<file path="src/rtl/rv_opcodes_pkg.sv">
// Shared RISC-V major-opcode constants and the format-classification record
// used by ir_decode, immpicker users and the execute stage.
package rv_opcodes;

  localparam logic [6:0] OP_LOAD      = 7'b0000011;
  localparam logic [6:0] OP_MISC_MEM  = 7'b0001111;
  localparam logic [6:0] OP_OP_IMM    = 7'b0010011;
  localparam logic [6:0] OP_OP_IMM_32 = 7'b0011011;
  localparam logic [6:0] OP_JALR      = 7'b1100111;
  localparam logic [6:0] OP_SYSTEM    = 7'b1110011;
  localparam logic [6:0] OP_STORE     = 7'b0100011;
  localparam logic [6:0] OP_BRANCH    = 7'b1100011;
  localparam logic [6:0] OP_LUI       = 7'b0110111;
  localparam logic [6:0] OP_AUIPC     = 7'b0010111;
  localparam logic [6:0] OP_JAL       = 7'b1101111;
  localparam logic [6:0] OP_OP        = 7'b0110011;
  localparam logic [6:0] OP_OP_32     = 7'b0111011;

  // One-hot format flags (at most one set) plus the illegal marker.
  typedef struct packed {
    logic type_i;
    logic type_s;
    logic type_sb;
    logic type_u;
    logic type_uj;
    logic illegal;
  } iclass_t;

  localparam iclass_t ICLASS_NONE = '0;

endpackage

</file>
<file path="src/rtl/ir_decode_opclass.sv">
// Combinational opcode classifier: maps a 32-bit instruction word onto the
// immpicker format flags and an illegal-opcode marker.
module opclass
  import rv_opcodes::*;
(
  input  logic [31:0] inst_i,
  output logic        type_i_o,
  output logic        type_s_o,
  output logic        type_sb_o,
  output logic        type_u_o,
  output logic        type_uj_o,
  output logic        illegal_o
);

  // Only the major opcode matters; the rest of the word is deliberately ignored.
  logic unused_upper;
  assign unused_upper = ^inst_i[31:7];

  always_comb begin
    type_i_o  = 1'b0;
    type_s_o  = 1'b0;
    type_sb_o = 1'b0;
    type_u_o  = 1'b0;
    type_uj_o = 1'b0;
    illegal_o = 1'b0;
    if (inst_i[1:0] != 2'b11) begin
      illegal_o = 1'b1;
    end else begin
      case (inst_i[6:0])
        OP_LOAD, OP_MISC_MEM, OP_OP_IMM,
        OP_OP_IMM_32, OP_JALR, OP_SYSTEM: type_i_o  = 1'b1;
        OP_STORE:                         type_s_o  = 1'b1;
        OP_BRANCH:                        type_sb_o = 1'b1;
        OP_LUI, OP_AUIPC:                 type_u_o  = 1'b1;
        OP_JAL:                           type_uj_o = 1'b1;
        OP_OP, OP_OP_32:                  ;
        default:                          illegal_o = 1'b1;
      endcase
    end
  end

endmodule

</file>
<file path="src/rtl/ir_decode.sv">
// Instruction register + format classification between fetch and immpicker.
// Define IR_DECODE_SKID_EN to add a one-entry skid buffer (registered f_ready_o).
module ir_decode
  import rv_opcodes::*;
#(
  parameter int PC_W = 64
) (
  input  logic            clk_i,
  input  logic            reset_ni,
  input  logic            flush_i,
  input  logic            f_valid_i,
  output logic            f_ready_o,
  input  logic [31:0]     f_inst_i,
  input  logic [PC_W-1:0] f_pc_i,
  output logic            d_valid_o,
  input  logic            d_ready_i,
  output logic [31:0]     d_inst_o,
  output logic [PC_W-1:0] d_pc_o,
  output logic            d_typeI_o,
  output logic            d_typeS_o,
  output logic            d_typeSB_o,
  output logic            d_typeU_o,
  output logic            d_typeUJ_o,
  output logic            d_illegal_o
);

  logic            valid_q, valid_d;
  logic [31:0]     inst_q, inst_d;
  logic [PC_W-1:0] pc_q, pc_d;
  iclass_t         cls_q, cls_d;

  logic            accept;
  logic [31:0]     src_inst;
  iclass_t         src_cls;

  opclass u_opclass (
    .inst_i    (src_inst),
    .type_i_o  (src_cls.type_i),
    .type_s_o  (src_cls.type_s),
    .type_sb_o (src_cls.type_sb),
    .type_u_o  (src_cls.type_u),
    .type_uj_o (src_cls.type_uj),
    .illegal_o (src_cls.illegal)
  );

`ifdef IR_DECODE_SKID_EN

  logic            skid_valid_q, skid_valid_d;
  logic [31:0]     skid_inst_q, skid_inst_d;
  logic [PC_W-1:0] skid_pc_q, skid_pc_d;
  logic            main_free;

  assign f_ready_o = ~skid_valid_q;
  assign accept    = f_valid_i & f_ready_o;
  assign main_free = ~valid_q | d_ready_i;
  // The classifier looks at whichever word is about to enter the main register.
  assign src_inst  = skid_valid_q ? skid_inst_q : f_inst_i;

  always_comb begin
    valid_d      = valid_q;
    inst_d       = inst_q;
    pc_d         = pc_q;
    cls_d        = cls_q;
    skid_valid_d = skid_valid_q;
    skid_inst_d  = skid_inst_q;
    skid_pc_d    = skid_pc_q;
    if (flush_i) begin
      valid_d      = 1'b0;
      cls_d        = ICLASS_NONE;
      skid_valid_d = 1'b0;
    end else if (skid_valid_q) begin
      // Fetch is blocked while skid is full, so only skid->main can move.
      if (main_free) begin
        valid_d      = 1'b1;
        inst_d       = skid_inst_q;
        pc_d         = skid_pc_q;
        cls_d        = src_cls;
        skid_valid_d = 1'b0;
      end
    end else if (accept) begin
      if (main_free) begin
        valid_d = 1'b1;
        inst_d  = f_inst_i;
        pc_d    = f_pc_i;
        cls_d   = src_cls;
      end else begin
        skid_valid_d = 1'b1;
        skid_inst_d  = f_inst_i;
        skid_pc_d    = f_pc_i;
      end
    end else if (d_ready_i) begin
      valid_d = 1'b0;
      cls_d   = ICLASS_NONE;
    end
  end

  always_ff @(posedge clk_i or negedge reset_ni) begin
    if (!reset_ni) begin
      skid_valid_q <= 1'b0;
      skid_inst_q  <= '0;
      skid_pc_q    <= '0;
    end else begin
      skid_valid_q <= skid_valid_d;
      skid_inst_q  <= skid_inst_d;
      skid_pc_q    <= skid_pc_d;
    end
  end

`else

  assign f_ready_o = ~valid_q | d_ready_i;
  assign accept    = f_valid_i & f_ready_o;
  assign src_inst  = f_inst_i;

  always_comb begin
    valid_d = valid_q;
    inst_d  = inst_q;
    pc_d    = pc_q;
    cls_d   = cls_q;
    if (flush_i) begin
      valid_d = 1'b0;
      cls_d   = ICLASS_NONE;
    end else if (accept) begin
      valid_d = 1'b1;
      inst_d  = f_inst_i;
      pc_d    = f_pc_i;
      cls_d   = src_cls;
    end else if (d_ready_i) begin
      valid_d = 1'b0;
      cls_d   = ICLASS_NONE;
    end
  end

`endif

  always_ff @(posedge clk_i or negedge reset_ni) begin
    if (!reset_ni) begin
      valid_q <= 1'b0;
      inst_q  <= '0;
      pc_q    <= '0;
      cls_q   <= ICLASS_NONE;
    end else begin
      valid_q <= valid_d;
      inst_q  <= inst_d;
      pc_q    <= pc_d;
      cls_q   <= cls_d;
    end
  end

  assign d_valid_o   = valid_q;
  assign d_inst_o    = inst_q;
  assign d_pc_o      = pc_q;
  assign d_typeI_o   = cls_q.type_i;
  assign d_typeS_o   = cls_q.type_s;
  assign d_typeSB_o  = cls_q.type_sb;
  assign d_typeU_o   = cls_q.type_u;
  assign d_typeUJ_o  = cls_q.type_uj;
  assign d_illegal_o = cls_q.illegal;

endmodule
</file>
<file path="config.mk">
export PLATFORM = sky130hd
export DESIGN_NAME = ir_decode
export DESIGN_NICKNAME = d
export VERILOG_FILES = /design/src/rtl/rv_opcodes_pkg.sv /design/src/rtl/ir_decode_opclass.sv /design/src/rtl/ir_decode.sv
export SDC_FILE = /design/constraint.sdc
export NUM_CORES = 1
export LEC_CHECK = 0
export CAP_MARGIN = 20
export CORE_MARGIN = 4
export CORE_UTILIZATION = 36
export CTS_CLUSTER_DIAMETER = 30
export DETAILED_ROUTE_END_ITERATION = 10
export GPL_ROUTABILITY_DRIVEN = 0
export PLACE_DENSITY = 0.89
export SKIP_CTS_REPAIR_TIMING = 1
export SLEW_MARGIN = 10
export SYNTH_ARGS = -nofsm -noshare
export SYNTH_HDL_FRONTEND = slang
export SYNTH_SLANG_ARGS = --single-unit
</file>
<file path="constraint.sdc">
create_clock -name clk_i -period 1.45 [get_ports clk_i]
set_clock_uncertainty 0.05 [all_clocks]
set_input_delay 0.145 -clock clk_i [delete_from_list [all_inputs] [get_ports clk_i]]
set_output_delay 0.145 -clock clk_i [all_outputs]
set_load 0.02 [all_outputs]
</file>
==> results <==
[cells in the mapped netlist]
cell type / instances / area share (%)
o41ai_1: 1 / 0.22
nor4bb_1: 1 / 0.25
o211ai_1: 1 / 0.19
buf_1: 2 / 0.19
nor3b_1: 1 / 0.19
nor2_1: 5 / 0.47
inv_1: 1 / 0.093
nand3_1: 1 / 0.12
a22o_1: 1 / 0.22
dfrtp_1: 103 / 64
nor2b_4: 1 / 0.34
a22oi_1: 1 / 0.19
and3b_1: 2 / 0.44
a21oi_1: 1 / 0.12
o21ai_0: 3 / 0.37
nand2_1: 297 / 28
buf_2: 5 / 0.62
o31ai_1: 1 / 0.19
o31ai_2: 1 / 0.31
clkbuf_1: 17 / 1.6
nor3_1: 1 / 0.12
or4_4: 1 / 0.28
a211oi_1: 3 / 0.56
inv_2: 1 / 0.093
nand3b_1: 1 / 0.19
nand3b_4: 1 / 0.50
o21ai_1: 1 / 0.12
[worst min-delay path by stage]
stage               slack (ns)            to         start
detailed placement        0.21    d_pc_o[59]      reset_ni
CTS                      -0.19    d_pc_o[55]      reset_ni
global route              0.24  d_inst_o[27]  f_inst_i[27]
finish                    0.26    d_pc_o[37]    f_pc_i[37]
global placement          0.20    d_pc_o[59]      reset_ni
floorplan                -0.20   d_illegal_o      reset_ni
[cell families (layout without fill, tap and decap cells)]
logic type | Yosys count | in the layout | share of synthesized area, %
simple gates | 312 | 312 | 30.7
flops | 103 | 103 | 64.2
buf+inv | 26 | 256 | 2.59
compound gates | 14 | 14 | 2.49
[registers in the layout (all words and copies together) (netlist names)]
register,flops
d_pc_o,64
d_inst_o,32
d_illegal_o,1
d_typeI_o,1
d_typeSB_o,1
d_typeS_o,1
d_typeUJ_o,1
d_typeU_o,1
d_valid_o,1
[worst register-to-register path, cell delays in order, from the launching register on]
cell     delay (ns)
dfrtp_2        0.41
nor2b_4        0.14
buf_6          0.12
nor3b_4        0.20
buf_12         0.19
buf_16         0.19
nand2_1        0.11
nand2_1        0.07
[where the power goes]
group          leakage [nW]  internal [mW]  switching [mW]
clock                0.0894          0.716           0.934
sequential             1.28           3.26           0.204
combinational          3.29           1.12            1.23
total                  4.66           5.10            2.36
[per-stage QoR]
step	setup WS [ns]	power, mW	cell area [sq um]	util (%)	setup TNS (ns)
final	-0.0752	7.46	7160	65.8	-2.84
after global routing	-0.150	7.87	7160	65.8	-9.47
after CTS	-0.244	7.50	6570	60.3	-11.88
after detailed placement	-0.314	5.84	6390	58.7	-22.14
after global placement	-0.238	5.76	6390	58.7	-19.46
after floorplan	-0.156	4.45	4030	-	-0.258
[metal layers]
| metal | up-vias | global-route usage (%) | routed length [microns] |
|---|---|---|---|
| met5 | - | 0 | 0 |
| met4 | 0 | 4.49 | 212 |
| met3 | 17 | 7.53 | 1230 |
| met2 | 157 | 31.4 | 6620 |
| met1 | 1845 | 21.9 | 5090 |
| li1 | 1839 | - | - |
[final cells by class]
| cell class | instances | area (sq um) |
|---|---|---|
| timing repair buffer | 238 | 2710 |
| clock inverter | 3 | 17.5 |
| tap | 140 | 175 |
| multi-input combinational | 326 | 1510 |
| sequential | 103 | 2580 |
| inverter | 2 | 10.0 |
| fill | 815 | 3720 |
| clock buffer | 13 | 159 |
[placed cells by master (no fill, tap or decap), types with 2 or more instances in the layout]
cell type and count:
dlymetal6s2s_1 103, clkinv_2 2, clkdlybuf4s50_1 99, buf_4 21, nor2_1 5, a211oi_1 2, o21ai_0 3, buf_12 5
and3b_1 2, clkbuf_16 3, buf_6 4, nand2_1 265, dfrtp_1 102, nand2_2 18, clkbuf_1 2, nand2_4 14
clkbuf_8 11
==> impl_results.md <==
- Status: complete, but fails checks
- Failing checks: setup timing
- Routed Wire Length: 13.1 mm
- Vias per cell: 4.68
- Max transition margin: ~64%
- Worst-path clk slew: approximately 0.10 ns
- Die area: 12900 sq um
- # placed instances: approximately 800
- RSZ-0062 raised after global routing: yes
- R2R Path End: d_pc_o[22]
- Fin worst setup slack: -0.0752 ns
- Antenna Cells: 0
- Post-DP HPWL: about 9.0 mm
- CP arrival: ~1.8 ns
- Row Count: 38
- Largest delay share family, worst path: simple AND/OR/NAND/NOR gates
- Worst path depth: 7
- Final worst path period share: 105%
- Post-DR wirelength/cell: roughly 16 microns
- Drc violations: 0
- First-pass GRT wire length: 19.1 mm
- Ports: between 200 and 250
- Finished Layout Cells: approximately 830
- Initial core utilization: 36.9%
- Hold Path Class: in2reg
- Worst Path Max Fanout: 36
- Die Span Y: 114 microns
- Via count: 3858
- Syn nets: 556
- Worst r2r path cells: 7
- Clock root buffer: clkbuf_8
- Crit path launch: d_valid_o
- Clk buf depth: 2
- Routed Antenna Nets: 0
- Final Hold Violating Endpoints: 0
- Cells after Synth: about 460
- CTS Buf Count: 9
- DIE WIDTH: roughly 110 microns
- H-Tree Depth: 3
- Layout cells sized above 1: 13.4%
- Final min period: 1.53 ns
- Crit end category: flop
- Hold slack: around 0.26 ns
- Port Buffers: roughly 200
- Clock latency on the worst-skew pair: 0.35 ns
- LEAKAGE: between 4 and 5 nW
- Max Clk Rate: 0.656 GHz
- Post-synthesis cell type count: 27
- Tightest Pin Transition: between 0.5 and 0.6 ns
- Crit path kind: reg2reg
- Seq/Total Area, Yosys: about 64%
- Initial DRC count: around 250
- Worst setup endpoint: d_pc_o[22]
- R2R setup slack: -0.08 ns
- Largest net degree at the start of global routing: 104
- Synthesized area: roughly 4000 sq um
- Peak supply drop: approximately 0.6 mV
- CORE AREA: 10900 sq um
- Initial antenna violation count: 0
- Power Density: between 1000 and 1500 nW/um^2
- Final setup viols: 71
- Warnings from Yosys: 0
- CTS Sinks: around 100
- Startpoint types: flop
- Fin nets: 781
- Fin. max-slew vios: 0
- Total track usage: a little under a fifth
- CP bufs+invs: 3
- Req. time, crit path: roughly 1.7 ns
- CP Cell Sequence: nor2b_4 -> buf_6 -> nor3b_4 -> buf_12 -> buf_16 -> nand2_1 -> nand2_1
- Pre-Repair DR Iteration Count: 4
- Hold Path Stages: 3
- Synthesized flop and latch total: 103
- Synth Area per Inst: just under 9 sq um
- Critical path's largest stage delay: between 0.4 and 0.5 ns
- Worst R2R Start: d_valid_o
- Vias in the first global route: just under 4000
- Slowest CP cell: dfrtp_2
- CTS tree: done
- Total of max-cap violations: 0
- Remaining Overflow, GRT: 0
- Area grow syn2layout: 78.5%
- Worst path most repeated cell: nand2_1
(Power assumes the default switching activity.)
